==> config.mk <==
export PLATFORM = sky130hd
export DESIGN_NAME = bsg_axil_fifo_slave_bridge
export DESIGN_NICKNAME = d
export VERILOG_FILES = /design/src/rtl/bsg_axil_fifo_slave_pkg.sv /design/src/rtl/bsg_axil_fifo_slave_fifo.sv /design/src/rtl/bsg_axil_fifo_slave_bridge.sv
export SDC_FILE = /design/constraint.sdc
export NUM_CORES = 1
export LEC_CHECK = 0
export BUFFER_PORTS_ARGS = -buffer_cell sky130_fd_sc_hd__buf_2
export CORE_MARGIN = 2
export CORE_UTILIZATION = 25
export CTS_CLUSTER_DIAMETER = 150
export CTS_CLUSTER_SIZE = 14
export DETAILED_ROUTE_END_ITERATION = 16
export PLACE_DENSITY = 0.4
export SETUP_SLACK_MARGIN = 0.02
export SYNTH_ARGS = -nofsm -noshare
export SYNTH_HDL_FRONTEND = slang
export SYNTH_SLANG_ARGS = --single-unit
==> constraint.sdc <==
create_clock -name pcie_clk_i -period 3.8 [get_ports pcie_clk_i]
set_input_delay 0.76 -clock pcie_clk_i [delete_from_list [all_inputs] [get_ports pcie_clk_i]]
set_output_delay 0.76 -clock pcie_clk_i [all_outputs]
set_load 0.005 [all_outputs]
==> src/rtl/bsg_axil_fifo_slave_pkg.sv <==
// Shared constants and types for the AXI-Lite FIFO slave bridge.
package bsg_axil_fifo_slave_pkg;

    // Register offsets, compared on addr[15:0]
    localparam logic [15:0] tx_data_addr_gp = 16'h1000;
    localparam logic [15:0] tx_vac_addr_gp  = 16'h1010;
    localparam logic [15:0] rx_occ_addr_gp  = 16'h1018;
    localparam logic [15:0] rx_data_addr_gp = 16'h101C;

    typedef enum logic [1:0] {
        OKAY   = 2'b00,
        SLVERR = 2'b10
    } axil_resp_e;

    typedef enum logic {
        W_IDLE,
        W_RESP
    } wr_state_e;

    typedef enum logic {
        R_IDLE,
        R_DATA
    } rd_state_e;

endpackage

==> src/rtl/bsg_axil_fifo_slave_fifo.sv <==
// 1r1w register FIFO, first-word-fall-through head, with occupancy count.
module bsg_axil_fifo_slave_fifo #(
    parameter int els_p   = 16,
    parameter int width_p = 32,
    localparam int cnt_width_lp = $clog2(els_p + 1),
    localparam int ptr_width_lp = $clog2(els_p)
) (
    input  logic                    clk_i,
    input  logic                    reset_i,
    input  logic [width_p-1:0]      data_i,
    input  logic                    v_i,
    output logic                    ready_o,
    output logic [width_p-1:0]      data_o,
    output logic                    v_o,
    input  logic                    yumi_i,
    output logic [cnt_width_lp-1:0] count_o
);

    localparam logic [cnt_width_lp-1:0] els_cnt_lp = cnt_width_lp'(els_p);

    logic [width_p-1:0]      mem_r [els_p];
    logic [ptr_width_lp-1:0] rptr_r, wptr_r;
    logic [cnt_width_lp-1:0] count_r;
    logic                    full, empty, push, pop;

    assign full  = (count_r == els_cnt_lp);
    assign empty = (count_r == '0);
    assign pop   = yumi_i & ~empty;
    // A full FIFO may still take a word when the head leaves in the same cycle
    assign push  = v_i & (~full | pop);

    assign ready_o = ~full;
    assign v_o     = ~empty;
    assign data_o  = mem_r[rptr_r];
    assign count_o = count_r;

    // Pointer and occupancy tracking; pointers wrap at the power-of-2 depth
    always_ff @(posedge clk_i or posedge reset_i) begin
        if (reset_i) begin
            rptr_r  <= '0;
            wptr_r  <= '0;
            count_r <= '0;
        end else begin
            if (push) wptr_r <= wptr_r + 1'b1;
            if (pop)  rptr_r <= rptr_r + 1'b1;
            if (push & ~pop)      count_r <= count_r + 1'b1;
            else if (pop & ~push) count_r <= count_r - 1'b1;
        end
    end

    // Storage write; contents need no reset since the count gates visibility
    always_ff @(posedge clk_i) begin
        if (push) mem_r[wptr_r] <= data_i;
    end

endmodule

==> src/rtl/bsg_axil_fifo_slave_bridge.sv <==
// AXI4-Lite slave bridging host writes/reads to TX and RX word FIFOs.
module bsg_axil_fifo_slave_bridge
    import bsg_axil_fifo_slave_pkg::*;
#(
    parameter int fifo_els_p        = 16,
    parameter int axil_addr_width_p = 32,
    parameter int axil_data_width_p = 32,
    localparam int cnt_width_lp     = $clog2(fifo_els_p + 1)
) (
    input  logic                           pcie_clk_i,
    input  logic                           pcie_reset_i,

    input  logic [axil_addr_width_p-1:0]   s_axil_awaddr_i,
    input  logic                           s_axil_awvalid_i,
    output logic                           s_axil_awready_o,

    input  logic [axil_data_width_p-1:0]   s_axil_wdata_i,
    input  logic [axil_data_width_p/8-1:0] s_axil_wstrb_i,
    input  logic                           s_axil_wvalid_i,
    output logic                           s_axil_wready_o,

    output logic [1:0]                     s_axil_bresp_o,
    output logic                           s_axil_bvalid_o,
    input  logic                           s_axil_bready_i,

    input  logic [axil_addr_width_p-1:0]   s_axil_araddr_i,
    input  logic                           s_axil_arvalid_i,
    output logic                           s_axil_arready_o,

    output logic [axil_data_width_p-1:0]   s_axil_rdata_o,
    output logic [1:0]                     s_axil_rresp_o,
    output logic                           s_axil_rvalid_o,
    input  logic                           s_axil_rready_i,

    output logic [axil_data_width_p-1:0]   tx_data_o,
    output logic                           tx_v_o,
    input  logic                           tx_ready_i,

    input  logic [axil_data_width_p-1:0]   rx_data_i,
    input  logic                           rx_v_i,
    output logic                           rx_ready_o
);

    wr_state_e wr_state_r;
    rd_state_e rd_state_r;
    axil_resp_e bresp_r, rresp_r, rd_resp_n;

    logic                         bvalid_r, rvalid_r, arready_r;
    logic [axil_data_width_p-1:0] rdata_r, rd_data_n;
    logic [cnt_width_lp-1:0]      tx_count, rx_count, tx_vacancy;
    logic [axil_data_width_p-1:0] rx_head;
    logic                         tx_not_full, rx_not_empty;
    logic                         wr_is_tx, wr_accept, tx_push;
    logic                         rd_accept, rx_pop;
    logic [15:0]                  rd_addr;
    logic                         unused_bits;

    // Only the low 16 address bits decode; byte strobes are not honoured
    assign unused_bits = ^{s_axil_awaddr_i[axil_addr_width_p-1:16],
                           s_axil_araddr_i[axil_addr_width_p-1:16], s_axil_wstrb_i};

    bsg_axil_fifo_slave_fifo #(.els_p(fifo_els_p), .width_p(axil_data_width_p)) tx_fifo (
        .clk_i(pcie_clk_i), .reset_i(pcie_reset_i),
        .data_i(s_axil_wdata_i), .v_i(tx_push), .ready_o(tx_not_full),
        .data_o(tx_data_o), .v_o(tx_v_o), .yumi_i(tx_ready_i & tx_v_o),
        .count_o(tx_count)
    );

    bsg_axil_fifo_slave_fifo #(.els_p(fifo_els_p), .width_p(axil_data_width_p)) rx_fifo (
        .clk_i(pcie_clk_i), .reset_i(pcie_reset_i),
        .data_i(rx_data_i), .v_i(rx_v_i & rx_ready_o), .ready_o(rx_ready_o),
        .data_o(rx_head), .v_o(rx_not_empty), .yumi_i(rx_pop),
        .count_o(rx_count)
    );

    assign wr_is_tx  = (s_axil_awaddr_i[15:0] == tx_data_addr_gp);
    assign wr_accept = (wr_state_r == W_IDLE) & s_axil_awvalid_i & s_axil_wvalid_i
                     & (tx_not_full | ~wr_is_tx);
    assign tx_push   = wr_accept & wr_is_tx;

    assign s_axil_awready_o = wr_accept;
    assign s_axil_wready_o  = wr_accept;
    assign s_axil_bvalid_o  = bvalid_r;
    assign s_axil_bresp_o   = bresp_r;

    // Write FSM: joint AW+W acceptance, one outstanding B response
    always_ff @(posedge pcie_clk_i or posedge pcie_reset_i) begin
        if (pcie_reset_i) begin
            wr_state_r <= W_IDLE;
            bvalid_r   <= 1'b0;
            bresp_r    <= OKAY;
        end else begin
            case (wr_state_r)
                W_IDLE: if (wr_accept) begin
                    wr_state_r <= W_RESP;
                    bvalid_r   <= 1'b1;
                    bresp_r    <= wr_is_tx ? OKAY : SLVERR;
                end
                W_RESP: if (s_axil_bready_i) begin
                    wr_state_r <= W_IDLE;
                    bvalid_r   <= 1'b0;
                end
                default: wr_state_r <= W_IDLE;
            endcase
        end
    end

    assign rd_addr    = s_axil_araddr_i[15:0];
    assign rd_accept  = arready_r & s_axil_arvalid_i;
    assign tx_vacancy = cnt_width_lp'(fifo_els_p) - tx_count;

    // Read response selection; counts are the pre-update values of this cycle
    always_comb begin
        rd_data_n = '0;
        rd_resp_n = SLVERR;
        rx_pop    = 1'b0;
        case (rd_addr)
            tx_vac_addr_gp: begin
                rd_data_n[cnt_width_lp-1:0] = tx_vacancy;
                rd_resp_n = OKAY;
            end
            rx_occ_addr_gp: begin
                rd_data_n[cnt_width_lp-1:0] = rx_count;
                rd_resp_n = OKAY;
            end
            rx_data_addr_gp: if (rx_not_empty) begin
                rd_data_n = rx_head;
                rd_resp_n = OKAY;
                rx_pop    = rd_accept;
            end
            default: ;
        endcase
    end

    assign s_axil_arready_o = arready_r;
    assign s_axil_rvalid_o  = rvalid_r;
    assign s_axil_rdata_o   = rdata_r;
    assign s_axil_rresp_o   = rresp_r;

    // Read FSM: capture response on accept, hold it until rready
    always_ff @(posedge pcie_clk_i or posedge pcie_reset_i) begin
        if (pcie_reset_i) begin
            rd_state_r <= R_IDLE;
            arready_r  <= 1'b0;
            rvalid_r   <= 1'b0;
            rdata_r    <= '0;
            rresp_r    <= OKAY;
        end else begin
            case (rd_state_r)
                R_IDLE: if (rd_accept) begin
                    rd_state_r <= R_DATA;
                    arready_r  <= 1'b0;
                    rvalid_r   <= 1'b1;
                    rdata_r    <= rd_data_n;
                    rresp_r    <= rd_resp_n;
                end else begin
                    arready_r  <= 1'b1;
                end
                R_DATA: if (s_axil_rready_i) begin
                    rd_state_r <= R_IDLE;
                    arready_r  <= 1'b1;
                    rvalid_r   <= 1'b0;
                end
                default: rd_state_r <= R_IDLE;
            endcase
        end
    end

endmodule

# --- Word level (Yosys, flattened, before mapping) ---
# Memory sizes are Yosys's and may differ from the RTL's.
# Cells that the tools add are included.
word_totals:
  ram_bits: 1024
  regBits: 67
  out_inout_bits: 75
  word_cells: 104
  memories: 2
memory_table:
  columns: ["memory", "depth", "word_bits", "rd", "rd_clocked_by_memory_dff", "write_ports", "line_no", "source"]
  rows:
  - ["rx_fifo.mem_r", 16, 32, 1, 0, 1, "bsg_axil_fifo_slave_fifo.sv:21", "logic [width_p-1:0] mem_r [els_p];"]
  - ["tx_fifo.mem_r", 16, 32, 1, 0, 1, "bsg_axil_fifo_slave_fifo.sv:21", null]
classes:
  mux: 31
  n_addsub: 9
  eq_ne: 10
  n_reduce_logical: 9
  n_bitwise: 29
ops:
  columns: ["op", "n"]
  rows:
  - ["$eq A16 B13 Y1 const B", 4]
  - ["$mux W32", 1]
  - ["$mux W27", 1]
  - ["$mux W5", 4]
  - ["$add A4 B1 Y4 const B", 4]
  - ["$mux W1", 16]
  - ["$and A1 B1 Y1", 15]
  - ["$pmux W5 S3", 1]
  - ["$not A1 Y1", 11]
  - ["$add A5 B1 Y5 const B", 2]
  - ["$eq A5 B5 Y1 const B", 2]
  - ["$logic_not A5 Y1", 2]
  - ["$pmux W1 S2", 5]
  - ["$sub A5 B1 Y5 const B", 2]
  - ["$ne A2 B2 Y1 const B", 4]
  - ["$reduce_and A2 Y1", 4]
  - ["$sub A5 B5 Y5 const A", 1]
  - ["$mux W2", 2]
  - ["$pmux W2 S2", 1]
  - ["$reduce_bool A2 Y1", 2]
  - ["$or A1 B1 Y1", 3]
  - ["$reduce_or A2 Y1", 1]

# --- Longest topological paths before layout ---
# Gate-level depths: netlist of run 1.
depth:
  depth_word: 10
  depth_mapped: 14
  ltp_nobuf: 14

# --- Hierarchy ---
# From an unflattened synthesis of run 1, not the netlist that was laid out.
unflattened:
  cells_unflattened: 2165
  hier_area_um2: 42602.1
by_module_without_submodules:
  columns: ["mod", "area_per_inst_um2", "seq_area_each_um2", "cells_each", "instances"]
  rows:
  - ["bsg_axil_fifo_slave_fifo at rx_fifo", 20414.6, 15700.1, 1008, 1]
  - ["bsg_axil_fifo_slave_fifo at tx_fifo", 20388.3, 15700.1, 1008, 1]
  - ["bsg_axil_fifo_slave_bridge", 1799.2, 975.9, 149, 1]

# --- Least setup slack after synthesis of run 1 ---
# No wires, ideal clock.
synth_timing:
  path_kind: "input-to-reg"
  from: "input rx_v_i"
  to: "memory rx_fifo.mem_r[3][0], enable pin"
  stages: 4
  n_path_buf: 1
  setup_slack_ps: -174
  arrival_ps: 3513
  path_cell_list: "and2_1 > clkbuf_1 > nand2_1 > nor3_1"
synth_via:
  elab_chain_len: 4
synth_rtl:
  columns: ["item", "line_no", "source"]
  rows:
  - ["start: declaration", "bsg_axil_fifo_slave_bridge.sv:40", "input logic rx_v_i,"]
  - ["$and A1 B1 Y1", "bsg_axil_fifo_slave_bridge.sv:71", ".data_i(rx_data_i), .v_i(rx_v_i & rx_ready_o), .ready_o(rx_ready_o),"]
  - ["$and A1 B1 Y1", "bsg_axil_fifo_slave_fifo.sv:30", "assign push = v_i & (~full | pop);"]
  - ["via rx_fifo.push", "bsg_axil_fifo_slave_fifo.sv:24", "logic full, empty, push, pop;"]
  - ["$mux W1", "bsg_axil_fifo_slave_fifo.sv:53", "if (push) mem_r[wptr_r] <= data_i;"]
  - ["$mux W1 (not written as such)", "bsg_axil_fifo_slave_fifo.sv:53", null]
  - ["end: declaration", "bsg_axil_fifo_slave_fifo.sv:21", null]
# The timed path passes the listed nets, and every way through them passes these cells.

# --- Worst setup path in the final report of run 1 ---
layout_timing:
  from: "register tx_fifo.rptr_r[1]"
  to: "output tx_data_o[27]"
layout_via:
  elab_chain_len: 1
layout_rtl:
  columns: ["item", "line_no", "source"]
  rows:
  - ["start: declaration", "bsg_axil_fifo_slave_fifo.sv:22", "logic [ptr_width_lp-1:0] rptr_r, wptr_r;"]
  - ["start signal: assignment", "bsg_axil_fifo_slave_fifo.sv:45", "if (pop) rptr_r <= rptr_r + 1'b1;"]
  - ["$mem_v2 Z16 W32", null, null]
  - ["end: declaration", "bsg_axil_fifo_slave_bridge.sv:35", "output logic [axil_data_width_p-1:0] tx_data_o,"]
# Every way passes these cells.

==> impl_metrics.env, run 1 <==
export IMPL_status="finished, final reports clean"
export IMPL_synth_yosys_seq_area_share_pct=77.0
export IMPL_total_iterations_of_the_first_detailed_routing_run=5
export IMPL_yosys_warnings=0
export IMPL_number_of_antenna_violations_at_the_first_check_in_global_routing=19
export IMPL_dominantRegCellSynth="sky130_fd_sc_hd__edfxtp_1"
export IMPL_clock_skew_ps=25.1
export IMPL_seqCellArea_um2=32400
export IMPL_wl_per_cell_um=24.4
export IMPL_max_clock_freq_mhz=276
export IMPL_hold_path_class="input port to async pin"
export IMPL_final_cell_mix="sky130_fd_sc_hd__edfxtp_1, sky130_fd_sc_hd__mux4_2, sky130_fd_sc_hd__buf_2, sky130_fd_sc_hd__nand2_1, sky130_fd_sc_hd__clkbuf_16"
export IMPL_cap_viol_max_count=0
export IMPL_clkTransAtPathRegs_ps=80
export IMPL_largest_net_degree_at_the_start_of_global_routing=57
export IMPL_crit_top_cell="sky130_fd_sc_hd__mux4_2"
export IMPL_detail_route_iter0_violations=1336
export IMPL_initial_core_util_pct=25.2
export IMPL_min_period_ps=3620
export IMPL_vias_post_dr=19900
export IMPL_total_leakage_power_nw=15.4
export IMPL_crit_path_max_fanout=40
export IMPL_fp_row_count=150
export IMPL_ioPinCount=216
export IMPL_grt_setup_unrepaired="no"
export IMPL_final_nets=2384
export IMPL_postSynth_asyncResetShare_pct=5.97
export IMPL_first_global_vias=21700
export IMPL_worst_endpoint_required_time_ps=3040
export IMPL_cts_sink_count=1089
export IMPL_arrival_ps=2860
export IMPL_multiInputGateArea_um2=9250
export IMPL_post_route_cells_drive_above_1_share_pct=30.5
export IMPL_tritoncts="yes"
export IMPL_critPathSlowestCell="sky130_fd_sc_hd__dfrtp_4"
export IMPL_route_detailed_vias_per_inst=4.45
export IMPL_die_ar_um2=171000
export IMPL_synth_edff_count=1024
export IMPL_grt_util_all_layers_pct=12.7
export IMPL_power_per_cell_area_nw_per_um2=577
export IMPL_area_fraction_of_the_dominant_cell_type_after_synthesis_pct=73.2
export IMPL_die_width_um=414
export IMPL_setup_violations=0
export IMPL_syn_mean_instance_area_um2=21.4
export IMPL_number_of_cells_produced_by_synthesis=1964
export IMPL_leading_cell_type_in_the_layout_fill_and_taps_excluded="sky130_fd_sc_hd__edfxtp_1"
export IMPL_cts_max_level=3
export IMPL_drv_slew=0
export IMPL_drcViolationCount=0
export IMPL_peak_ir_drop_on_the_vdd_network_mv=0.301
export IMPL_io_buffers=177
export IMPL_worst_skew_pair_late_latency_ps=690
export IMPL_synthDominantAreaCellType="sky130_fd_sc_hd__edfxtp_1"
export IMPL_dp_hpwl_um=60700
export IMPL_number_of_storage_elements_in_the_synthesis_netlist=1089
export IMPL_tritoncts_num_buffers=87
export IMPL_ant_nets=0
export IMPL_syn2layout_area_growth_pct=16.8
export IMPL_post_synth_instance_area_um2=42000
export IMPL_fp_dieH_um=414
export IMPL_grt_remaining_overflow=0
export IMPL_dpl_worst_slack_ps=385
export IMPL_finalWirelength_um=109000
export IMPL_clock_tree_buffer_depth=3
export IMPL_totalNegativeSetupSlack_ps=0
export IMPL_cp_cell_sequence="buf_12 > mux4_2 > mux4_2 > buf_2"
export IMPL_synth_top_cells_by_area="sky130_fd_sc_hd__edfxtp_1, sky130_fd_sc_hd__mux4_2, sky130_fd_sc_hd__dfrtp_1, sky130_fd_sc_hd__nand2_1, sky130_fd_sc_hd__mux2i_1"
export IMPL_gpl_final_weighted_congestion=0.721
export IMPL_global_route_wire_length_before_repair_um=158000
export IMPL_layout_setup_ws_ps=177
export IMPL_timing_final_hold_violations=0
export IMPL_min_period_over_period_pct=95.3
export IMPL_worst_slew_pin_transition_ps=953
export IMPL_cts_hold_buf=0
export IMPL_synthDistinctLibCells=51
export IMPL_n_fill_cell=16300
export IMPL_area_of_the_core_region_um2=167000
export IMPL_capturing_element_type_of_the_critical_path="primary output"
export IMPL_worst_setup_path_start_kind="flip-flop"
export IMPL_path_class="flip-flop to primary output"
export IMPL_slew_limit_headroom_pct=36.5
export IMPL_cts_root_buf="sky130_fd_sc_hd__clkbuf_16"
export IMPL_cp_peak_stage_delay_ps=730
[worst max-delay path, delay by kind of cell, from the launching register on]
kind / cells / cell delay [ps]
DFF: 1 / 730
buffers and inverters: 2 / 490
muxes: 2 / 930
[registers in the layout, indices dropped and copies added, names as in the netlist]
signal	count
rd_state_r	1
s_axil_rresp_o	1
tx_fifo.rptr_r	4
rx_fifo.count_o	5
wr_state_r	1
tx_fifo.mem_r	512
s_axil_bresp_o	1
s_axil_bvalid_o	1
rx_fifo.rptr_r	4
tx_fifo.wptr_r	4
rx_fifo.mem_r	512
s_axil_rdata_o	32
s_axil_arready_o	1
rx_fifo.wptr_r	4
s_axil_rvalid_o	1
tx_fifo.count_o	5
[layout make-up]
| type | instances | area share (%) |
|---|---|---|
| Antenna cell | 4 | 0.0204 |
| Timing Repair Buffer | 270 | 4.23 |
| Inverter | 18 | 0.143 |
| Clock buffer | 139 | 4.83 |
| Sequential cell | 1089 | 66.0 |
| Clock inverter | 8 | 0.298 |
| Tap cell | 2204 | 5.62 |
| Multi-Input combinational cell | 754 | 18.9 |
[power by group]
part	internal (W)	switching [W]
Clock	0.00432	0.00420
Sequential	0.0138	0.000420
Combinational	0.00266	0.00292
[metrics by stage]
stage,std cells,power (W),hold WS (ps),instance area (um2),utilization (%)
6_report,4486,0.0283,257,49100,29.4
5_1_grt,4486,0.0297,200,49100,29.4
4_1_cts,4482,0.0290,182,49100,29.4
3_5_place_dp,4334,0.0203,452,46500,27.9
3_3_place_gp,4334,0.0202,447,46500,27.9
2_1_floorplan,1965,0.0178,431,42100,-
[cell families (layout without fill, tap and decap cells)]
kind of cell    count (synthesis)  count (layout)  synth area share, %
mux                           316             316                 15.4
fa+ha+maj                      23              23                0.720
xor+xnor                       23              23                0.479
compound gates                144             144                 2.33
buf+inv                       122             435                 1.34
simple gates                  246             246                 2.70
flops                        1089            1089                 77.0
other cells                     1               6              0.00892
[per-layer routing]
| layer | share of wire [%] | GRT usage (%) | vias to the layer above |
|---|---|---|---|
| met5 | 0.081 | 0 | - |
| met1 | 41 | 15.5 | 10800 |
| met3 | 3.5 | 2.26 | 154 |
| met4 | 2.6 | 3.59 | 12 |
| met2 | 53 | 22.9 | 373 |
| li1 | - | - | 8578 |
[path summary, 6_finish.rpt]
kind / start / to / slack, ps / cells past startpoint
hold / removal: pcie_reset_i / s_axil_bresp_o[1] / 260 / 2
max in group asynchronous: pcie_reset_i / rx_fifo.count_o[4] / 2660 / 3
setup reg to reg: tx_fifo.count_o[0] / tx_fifo.count_o[4] / 510 / 14
min in group pcie_clk_i: s_axil_bready_i / s_axil_bvalid_o / 260 / 2
hold reg to reg: wr_state_r / s_axil_bvalid_o / 460 / 1
setup / recovery: tx_fifo.rptr_r[1] / tx_data_o[27] / 180 / 4
[repair_timing]
action,in CTS,in global routing
resized for setup,0,1
setup endpoints to repair,16,4
buffers inserted,1,0
gates cloned,0,0
[Yosys cell counts, types with 3 or more instances]
| cell type | number |
|---|---|
| sky130_fd_sc_hd__nor2_1 | 31 |
| sky130_fd_sc_hd__nor3_1 | 7 |
| sky130_fd_sc_hd__a21oi_1 | 48 |
| sky130_fd_sc_hd__o221ai_2 | 10 |
| sky130_fd_sc_hd__nand3_1 | 4 |
| sky130_fd_sc_hd__buf_6 | 4 |
| sky130_fd_sc_hd__nand2_1 | 151 |
| sky130_fd_sc_hd__xor2_1 | 8 |
| sky130_fd_sc_hd__buf_4 | 9 |
| sky130_fd_sc_hd__a22oi_1 | 17 |
| sky130_fd_sc_hd__clkbuf_1 | 50 |
| sky130_fd_sc_hd__mux2i_1 | 48 |
| sky130_fd_sc_hd__mux2_2 | 4 |
| sky130_fd_sc_hd__nand2b_1 | 3 |
| sky130_fd_sc_hd__mux4_2 | 264 |
| sky130_fd_sc_hd__nor2b_1 | 3 |
| sky130_fd_sc_hd__a21o_1 | 4 |
| sky130_fd_sc_hd__o21ai_0 | 35 |
| sky130_fd_sc_hd__ha_1 | 21 |
| sky130_fd_sc_hd__buf_1 | 9 |
| sky130_fd_sc_hd__edfxtp_1 | 1024 |
| sky130_fd_sc_hd__nand4_1 | 4 |
| sky130_fd_sc_hd__a221oi_1 | 24 |
| sky130_fd_sc_hd__dfrtp_1 | 65 |
| sky130_fd_sc_hd__nor4_1 | 7 |
| sky130_fd_sc_hd__inv_1 | 18 |
| sky130_fd_sc_hd__and2_1 | 18 |
| sky130_fd_sc_hd__buf_2 | 32 |
| sky130_fd_sc_hd__xnor2_1 | 15 |
Note: power is estimated with default switching activity, not from simulation.
==> run 2: changes to the inputs <==
Settings changed: PLACE_DENSITY 0.4 to 0.38.
Clock period 3.8 ns to 4.2 ns, I/O delays scaled along.
==> run 2 against run 1 <==
Against the previous run: power down 10%; via count decreased by 1.4%; utilization down 0.25 points; highest routed layer unchanged; critical path type unchanged; critical path depth is the same; non-clock buffer count fell by 30.
==> impl_metrics.env, run 2 (synthesis gave the netlist of run 1 again) <==
export IMPL_final_nets=2354
export IMPL_number_of_antenna_violations_at_the_first_check_in_global_routing=17
export IMPL_post_cts_setup_repair_bufs=0
export IMPL_hold_path_class="input port to async pin"
export IMPL_ant_nets=0
export IMPL_drcViolationCount=0
export IMPL_cts_max_level=3
export IMPL_grt_util_all_layers_pct=12.6
export IMPL_dpl_cell_count=4305
export IMPL_crit_top_cell="sky130_fd_sc_hd__mux4_2"
export IMPL_path_class="flip-flop to primary output"
export IMPL_die_width_um=414
export IMPL_capturing_element_type_of_the_critical_path="primary output"
export IMPL_min_period_over_period_pct=88.6
export IMPL_clock_skew_ps=41.8
export IMPL_final_cell_mix="sky130_fd_sc_hd__edfxtp_1, sky130_fd_sc_hd__mux4_2, sky130_fd_sc_hd__buf_2, sky130_fd_sc_hd__nand2_1, sky130_fd_sc_hd__clkbuf_16"
export IMPL_wl_per_cell_um=24.7
export IMPL_timing_reg2reg_worst_path_depth=14
export IMPL_leading_cell_type_in_the_layout_fill_and_taps_excluded="sky130_fd_sc_hd__edfxtp_1"
export IMPL_cp_num_buf_inv=2
export IMPL_route_detailed_vias_per_inst=4.42
export IMPL_regToRegEndpoint="tx_fifo.count_o[4]"
export IMPL_io_buffers=177
export IMPL_crit_path_max_fanout=51
export IMPL_finalWirelength_um=110000
export IMPL_tritoncts="yes"
export IMPL_cp_cell_sequence="buf_12 > mux4_2 > mux4_2 > buf_2"
export IMPL_layout_setup_ws_ps=479
export IMPL_max_clock_freq_mhz=269
export IMPL_cts_root_buf="sky130_fd_sc_hd__clkbuf_16"
export IMPL_clkTransAtPathRegs_ps=70
export IMPL_worst_endpoint_required_time_ps=3360
export IMPL_worst_setup_path_start_kind="flip-flop"
export IMPL_cts_hold_buf=0
export IMPL_timing_hold_ws_ps=256
export IMPL_totalNegativeSetupSlack_ps=0
export IMPL_ioPinCount=216
export IMPL_die_ar_um2=171000
export IMPL_min_period_ps=3720
export IMPL_reg2reg_setup_slack_ps=890
export IMPL_fp_row_count=150
export IMPL_worst_slew_pin_transition_ps=1020
export IMPL_syn2layout_area_growth_pct=15.8
export IMPL_critPathSlowestCell="sky130_fd_sc_hd__mux4_2"
export IMPL_status="finished, final reports clean"
export IMPL_final_instance_count_excl_fill=4448
export IMPL_worstSetupEndpoint="tx_data_o[25]"
export IMPL_grt_remaining_overflow=0
export IMPL_tritoncts_num_buffers=87
export IMPL_critical_path_start="tx_fifo.rptr_r[0]"
export IMPL_total_leakage_power_nw=15.2
export IMPL_clock_tree_buffer_depth=3
export IMPL_cap_viol_max_count=0
export IMPL_dpl_worst_slack_ps=680
export IMPL_largest_net_degree_at_the_start_of_global_routing=62
export IMPL_grt_setup_unrepaired="no"
export IMPL_vias_post_dr=19700
export IMPL_timing_final_hold_violations=0
export IMPL_setup_violations=0
export IMPL_first_global_vias=21200
export IMPL_power_per_cell_area_nw_per_um2=524
export IMPL_total_power_w=0.0255
export IMPL_cts_sink_count=1089
export IMPL_arrival_ps=2880
export IMPL_total_iterations_of_the_first_detailed_routing_run=5
export IMPL_path_delay_family="multiplexers"
export IMPL_cp_num_cells=4
export IMPL_post_route_cells_drive_above_1_share_pct=29.6
export IMPL_area_of_the_core_region_um2=167000
export IMPL_initial_core_util_pct=25.2
export IMPL_detail_route_iter0_violations=1227
export IMPL_global_route_wire_length_before_repair_um=156000
export IMPL_cp_peak_stage_delay_ps=580
export IMPL_gpl_final_weighted_congestion=0.725
export IMPL_fp_dieH_um=414
export IMPL_n_fill_cell=16400
export IMPL_worst_skew_pair_late_latency_ps=700
export IMPL_dp_hpwl_um=58700
export IMPL_r2r_start="tx_fifo.count_o[0]"
export IMPL_post_cts_resized_instances=0
export IMPL_peak_ir_drop_on_the_vdd_network_mv=0.427
export IMPL_slew_limit_headroom_pct=31.7
export IMPL_drv_slew=0
[run 2: cell count changes in the layout (fill, tap and decap cells not counted), sizes merged]
cell / previous run / this run
buf: 270 / 240
clkbuf: 139 / 135
clkinv: 5 / 4
diode: 4 / 1
[run 2: per-layer routing]
metal  global-route usage, %  vias up  share of wire, %
met3                    1.88      153               2.8
met2                    23.4      311                54
met4                    3.56       12               2.6
met5                       0        -             0.062
met1                    15.2    10700                41
li1                        -     8505                 -
[run 2: area by class of cell]
class | instances | area [um2] | area share, %
Sequential cell | 1089 | 32400 | 66.6
Multi-Input combinational cell | 754 | 9230 | 19.0
Tap cell | 2204 | 2760 | 5.67
Clock buffer | 135 | 2380 | 4.89
Timing Repair Buffer | 240 | 1680 | 3.46
Clock inverter | 7 | 134 | 0.275
Inverter | 18 | 71.3 | 0.147
Antenna cell | 1 | 2.50 | 0.00514
[run 2: worst min path at each step]
stage | startpoint | end
2_1_floorplan | wr_state_r | s_axil_bvalid_o
5_1_grt | pcie_reset_i | s_axil_rvalid_o
6_report | pcie_reset_i | s_axil_rresp_o[1]
3_5_place_dp | s_axil_rdata_o[28] | s_axil_rdata_o[28]
3_3_place_gp | wr_state_r | s_axil_bvalid_o
4_1_cts | pcie_reset_i | s_axil_rvalid_o
[run 2: stage by stage]
stage                     cell area, um2  util, %
after floorplan                    42000        -
after global placement             46100     27.6
after detailed placement           46100     27.6
after CTS                          48700     29.1
after global routing               48700     29.1
final                              48700     29.1
[run 2: power breakdown]
part	total, W	switching, W	internal (W)	leakage (nW)
logic	0.00495	0.00264	0.00230	3.98
clock network	0.00777	0.00385	0.00392	1.20
registers	0.0128	0.000282	0.0125	10.1
total	0.0255	0.00677	0.0187	15.2
